File: config.mk
export PLATFORM = sky130hd
export DESIGN_NAME = apb_master
export DESIGN_NICKNAME = d
export VERILOG_FILES = /design/src/rtl/apb_pkg.sv /design/src/rtl/apb_master.sv
export SDC_FILE = /design/constraint.sdc
export NUM_CORES = 1
export LEC_CHECK = 0
export ABC_AREA = 1
export CAP_MARGIN = 20
export CORE_MARGIN = 10
export CORE_UTILIZATION = 39
export DETAILED_ROUTE_END_ITERATION = 8
export PLACE_DENSITY = 0.8
export SYNTH_ARGS = -nofsm -noshare
export SYNTH_HDL_FRONTEND = slang
export SYNTH_SLANG_ARGS = --single-unit
File: constraint.sdc
create_clock -name apb_pclk -period 2 [get_ports apb_pclk]
set_clock_uncertainty 0.05 [all_clocks]
set_input_delay 0.4 -clock apb_pclk [delete_from_list [all_inputs] [get_ports apb_pclk]]
set_output_delay 0.4 -clock apb_pclk [all_outputs]
set_load 0.005 [all_outputs]
File: src/rtl/apb_pkg.sv
// Shared definitions for the APB requester: FSM state encoding and APB protection field values.
package apb_pkg;

   typedef enum logic [1:0] {
      APB_IDLE,
      APB_SETUP,
      APB_ACCESS,
      APB_RESP
   } apb_state_t;

   localparam logic [2:0] PROT_PRIVILEGED  = 3'b001;
   localparam logic [2:0] PROT_NONSECURE   = 3'b010;
   localparam logic [2:0] PROT_INSTRUCTION = 3'b100;
   localparam logic [2:0] PROT_DEFAULT     = 3'b000;

endpackage

File: src/rtl/apb_master.sv
// Single-channel APB3/APB4 requester: valid/ready command in, setup/access transfer on APB,
// valid/ready response out, with wait-state support and a programmable ACCESS timeout.
module apb_master
   import apb_pkg::*;
#(
   parameter int unsigned AW      = 32,
   parameter int unsigned RW      = 32,
   parameter int unsigned TW      = 8,
   parameter int unsigned TIMEOUT = 255,
   parameter logic [2:0]  PROT    = PROT_DEFAULT
) (
   input  logic            apb_pclk,
   input  logic            nreset,
   input  logic            req_valid,
   output logic            req_ready,
   input  logic            req_write,
   input  logic [AW-1:0]   req_addr,
   input  logic [RW-1:0]   req_wdata,
   input  logic [RW/8-1:0] req_strb,
   output logic            rsp_valid,
   input  logic            rsp_ready,
   output logic [RW-1:0]   rsp_rdata,
   output logic            rsp_err,
   output logic            rsp_timeout,
   output logic [AW-1:0]   apb_paddr,
   output logic            apb_psel,
   output logic            apb_penable,
   output logic            apb_pwrite,
   output logic [RW-1:0]   apb_pwdata,
   output logic [RW/8-1:0] apb_pstrb,
   output logic [2:0]      apb_pprot,
   input  logic            apb_pready,
   input  logic [RW-1:0]   apb_prdata,
   input  logic            apb_pslverr
);

   localparam logic [TW-1:0] TO_LIMIT = TW'(TIMEOUT);
   localparam bit            TO_EN    = (TIMEOUT != 0);

   if (64'(TIMEOUT) >= (64'd1 << TW)) begin : g_bad_timeout
      $error("apb_master: TIMEOUT must be less than 2**TW");
   end

   apb_state_t    state;
   logic [TW-1:0] wait_cnt;

   assign apb_pprot = PROT;

   // req_ready is a register so it stays low through reset and rises one cycle after release.
   always_ff @(posedge apb_pclk) begin
      if (!nreset) begin
         state       <= APB_IDLE;
         req_ready   <= 1'b0;
         apb_paddr   <= '0;
         apb_pwrite  <= 1'b0;
         apb_pwdata  <= '0;
         apb_pstrb   <= '0;
         apb_psel    <= 1'b0;
         apb_penable <= 1'b0;
         rsp_valid   <= 1'b0;
         rsp_rdata   <= '0;
         rsp_err     <= 1'b0;
         rsp_timeout <= 1'b0;
         wait_cnt    <= '0;
      end else begin
         case (state)
            APB_IDLE: begin
               req_ready <= 1'b1;
               if (req_valid && req_ready) begin
                  apb_paddr  <= req_addr;
                  apb_pwrite <= req_write;
                  apb_pwdata <= req_wdata;
                  apb_pstrb  <= req_write ? req_strb : '0;
                  apb_psel   <= 1'b1;
                  wait_cnt   <= '0;
                  req_ready  <= 1'b0;
                  state      <= APB_SETUP;
               end
            end
            APB_SETUP: begin
               apb_penable <= 1'b1;
               state       <= APB_ACCESS;
            end
            APB_ACCESS: begin
               if (apb_pready) begin
                  rsp_rdata   <= apb_pwrite ? '0 : apb_prdata;
                  rsp_err     <= apb_pslverr;
                  rsp_timeout <= 1'b0;
                  rsp_valid   <= 1'b1;
                  apb_psel    <= 1'b0;
                  apb_penable <= 1'b0;
                  state       <= APB_RESP;
               end else if (TO_EN && (wait_cnt == TO_LIMIT)) begin
                  rsp_rdata   <= '0;
                  rsp_err     <= 1'b1;
                  rsp_timeout <= 1'b1;
                  rsp_valid   <= 1'b1;
                  apb_psel    <= 1'b0;
                  apb_penable <= 1'b0;
                  state       <= APB_RESP;
               end else if (wait_cnt != '1) begin
                  wait_cnt <= wait_cnt + TW'(1);
               end
            end
            APB_RESP: begin
               if (rsp_ready) begin
                  rsp_valid <= 1'b0;
                  req_ready <= 1'b1;
                  state     <= APB_IDLE;
               end
            end
            default: state <= APB_IDLE;
         endcase
      end
   end

endmodule

==> load_flow_metrics.sql <==
INSERT INTO impl_metrics (metric_group, metric, value, unit) VALUES
('synth', 'synth.lib_cells_used.distinct', '28', ''),
('global_route', 'grt_use_met2', '29.3', '%'),
('floorplan', 'boundaryPins', '217', ''),
('clock_tree', 'clk_latency', '0.40', 'ns'),
('final_layout', 'utilization', '64.2', '%'),
('floorplan', 'die_height', '129', 'µm'),
('setup_path', 'critical_path_required', '1.55', 'ns'),
('timing', 'count_of_endpoints_failing_hold_in_the_final_timing_report', '0', ''),
('routing', 'viasPerCell', '4.93', ''),
('clock_tree', 'clock_tree.root_cell', 'clkbuf_16', ''),
('synth', 'synthesis.instances', '588', ''),
('global_route', 'groute.layer.met3.usage', '12.1', '%'),
('power', 'ir_drop', '562', 'µV'),
('floorplan', 'std_cell_rows', '39', ''),
('timing', 'finalCriticalPeriod', '1.82', 'ns'),
('routing', 'dr_total_vias', '4669', ''),
('routing', 'post_drt_wl_per_cell', '16.5', 'µm'),
('synth', 'ys_seq_area_share', '50.6', '%'),
('clock_tree', 'tritoncts', 'yes', ''),
('setup_path', 'cpPeakStageDelay', '0.57', 'ns'),
('global_route', 'busiest_layer', 'met2', ''),
('clock_tree', 'cts_post_setup_buffers_inserted', '0', ''),
('synth', 'post-synth-top-area-cell', 'dfxtp_1', ''),
('synth', 'synth_top_family_by_area', 'simple AND/OR/NAND/NOR gates', ''),
('setup_path', 'timing.critical_path.buf_inv', '1', ''),
('routing', 'dr.pass1.iters', '5', ''),
('timing', 'timing.hold.ws', '0.405', 'ns'),
('synth', 'yosysWarnings', '0', ''),
('setup_path', 'critPathMaxFanout', '3', ''),
('synth', 'post_synth_xor_xnor_area', '0', '%'),
('timing', 'worst_slew_pin_slew', '0.580', 'ns'),
('routing', 'route.final.wire_length', '15.6', 'mm'),
('synth', 'synth_area', '4630', 'µm²'),
('clock_tree', 'post_cts.resized_instances', '0', ''),
('synth', 'synth_compound_gate_area_share', '16.8', '%'),
('clock_tree', 'post_cts_hold_buffer_count', '0', ''),
('setup_path', 'path_cells', 'clkdlybuf4s50_1', ''),
('floorplan', 'core_area', '11500', 'µm²'),
('routing', 'drcViolationCount', '0', ''),
('synth', 'synthesis.area_per_instance', '7.88', 'µm²'),
('global_route', 'grt_overflow', '0', ''),
('clock_tree', 'h_tree_levels', '4', ''),
('floorplan', 'initial_core_util', '40.2', '%'),
('timing', 'setup_viol', '0', ''),
('run', 'maxCapViolCount', '0', ''),
('final_layout', 'nNetsFinal', '903', ''),
('timing', 'max_slew_margin', '61.3', '%'),
('global_route', 'first_global_vias', '4781', ''),
('timing', 'totalNegativeSetupSlack', '0', 'ns'),
('synth', 'yosys_most_used_dff', 'dfxtp_1', ''),
('outcome', 'run_status', 'finished, final reports clean', ''),
('setup_path', 'timing.critical_path.slowest_stage_cell', 'clkdlybuf4s50_1', ''),
('routing', 'first_iter_violations', '342', ''),
('final_layout', 'drive_gt1_share', '9.19', '%'),
('synth', 'synthSimpleGateAreaFrac', '23.9', '%'),
('setup_path', 'worstPathArrival', '1.37', 'ns'),
('synth', 'postSynthRegisterBits', '117', ''),
('synth', 'area_fraction_of_the_dominant_cell_type_after_synthesis', '50.6', '%'),
('floorplan', 'floorplan.die.width', '129', 'µm'),
('timing', 'report.final.slew_viol_count', '0', ''),
('synth', 'synthAdderAreaFrac', '1.08', '%'),
('global_route', 'initial_antenna_violation_count', '0', ''),
('placement', 'gp_routability_congestion', '0.835', ''),
('setup_path', 'timing.setup.critical_path_class', 'reg2out', ''),
('global_route', 'grt_max_degree', '70', ''),
('placement', 'io_buffers', '213', ''),
('setup_path', 'worst_setup_path_end_kind', 'primary output', ''),
('final_layout', 'flow.area_growth_from_synthesis', '59.7', '%'),
('timing', 'max_clk_rate', '550', 'MHz'),
('clock_tree', 'numCtsBuffers', '17', ''),
('routing', 'detail-route-antenna-nets', '0', '');
[worst reg2reg max path, stage by stage (launching register included)]
cell     delay (ns)
dfxtp_1        0.36
inv_1          0.08
ha_1           0.27
o21ai_2        0.49
nand2_2        0.19
nand2_1        0.11
nand2_1        0.06
nor2_1         0.10
[synth_stat cells (6+ instances only)]
| cell type | number |
|---|---|
| a21oi_1 | 139 |
| nor3_1 | 29 |
| inv_1 | 15 |
| a21oi_2 | 6 |
| dfxtp_1 | 117 |
| buf_4 | 9 |
| buf_2 | 13 |
| clkbuf_1 | 14 |
| nand3_1 | 15 |
| nand2_1 | 176 |
| buf_6 | 8 |
| nor2_1 | 14 |
[flip-flops by register name, indices dropped and copies added (netlist names)]
signal and cells:
rsp_timeout 1, apb_psel 1, state 2, wait_cnt 8
apb_paddr 32, apb_pwdata 32, rsp_valid 1, rsp_rdata 32
apb_penable 1, apb_pwrite 1, apb_pstrb 4, req_ready 1
rsp_err 1
[metrics by stage]
stage / power, µW / instance area (µm²) / setup WS, ns / std cells
after global placement: 5440 / 6840 / 0.128 / 916
after CTS: 8380 / 7400 / 0.137 / 948
after detailed placement: 5530 / 6840 / 0.111 / 916
final: 8280 / 7400 / 0.181 / 948
after floorplan: 4260 / 4640 / 0.539 / 590
after global routing: 8790 / 7400 / 0.0920 / 948
[power breakdown]
part	total, µW	switching, µW	internal [µW]
combinational	2520	1240	1280
clock	2810	1100	1710
sequential	2960	226	2730
total	8280	2570	5720
[layout make-up]
type / count / area, µm²
fill: 981 / 4120
clock buffer: 17 / 425
inverter: 19 / 72.6
sequential: 117 / 2340
multi-input combinational: 409 / 1950
timing repair buffer: 228 / 2290
clock inverter: 15 / 134
tap: 143 / 179
[path summary, 6_finish.rpt]
check,from,endpoint,slack [ns],cells after the start
setup reg to reg,state[0],wait_cnt[7],0.24,7
hold / removal,rsp_err,rsp_err,0.40,2
hold reg to reg,rsp_err,rsp_err,0.40,2
setup / recovery,apb_pwrite,apb_pwrite,0.18,1
[logic make-up after synthesis]
logic type,count (synthesis)
other cells,1
flops,117
buf+inv,64
fa+ha+maj,4
compound gates,150
simple gates,252
[per-layer routing]
metal  wire length, µm  share of wire [%]
met5                 0                  0
met4               176                1.1
met3              2380                 15
met2              7390                 47
met1              5700                 36
Power figures use the tool's default switching activity.
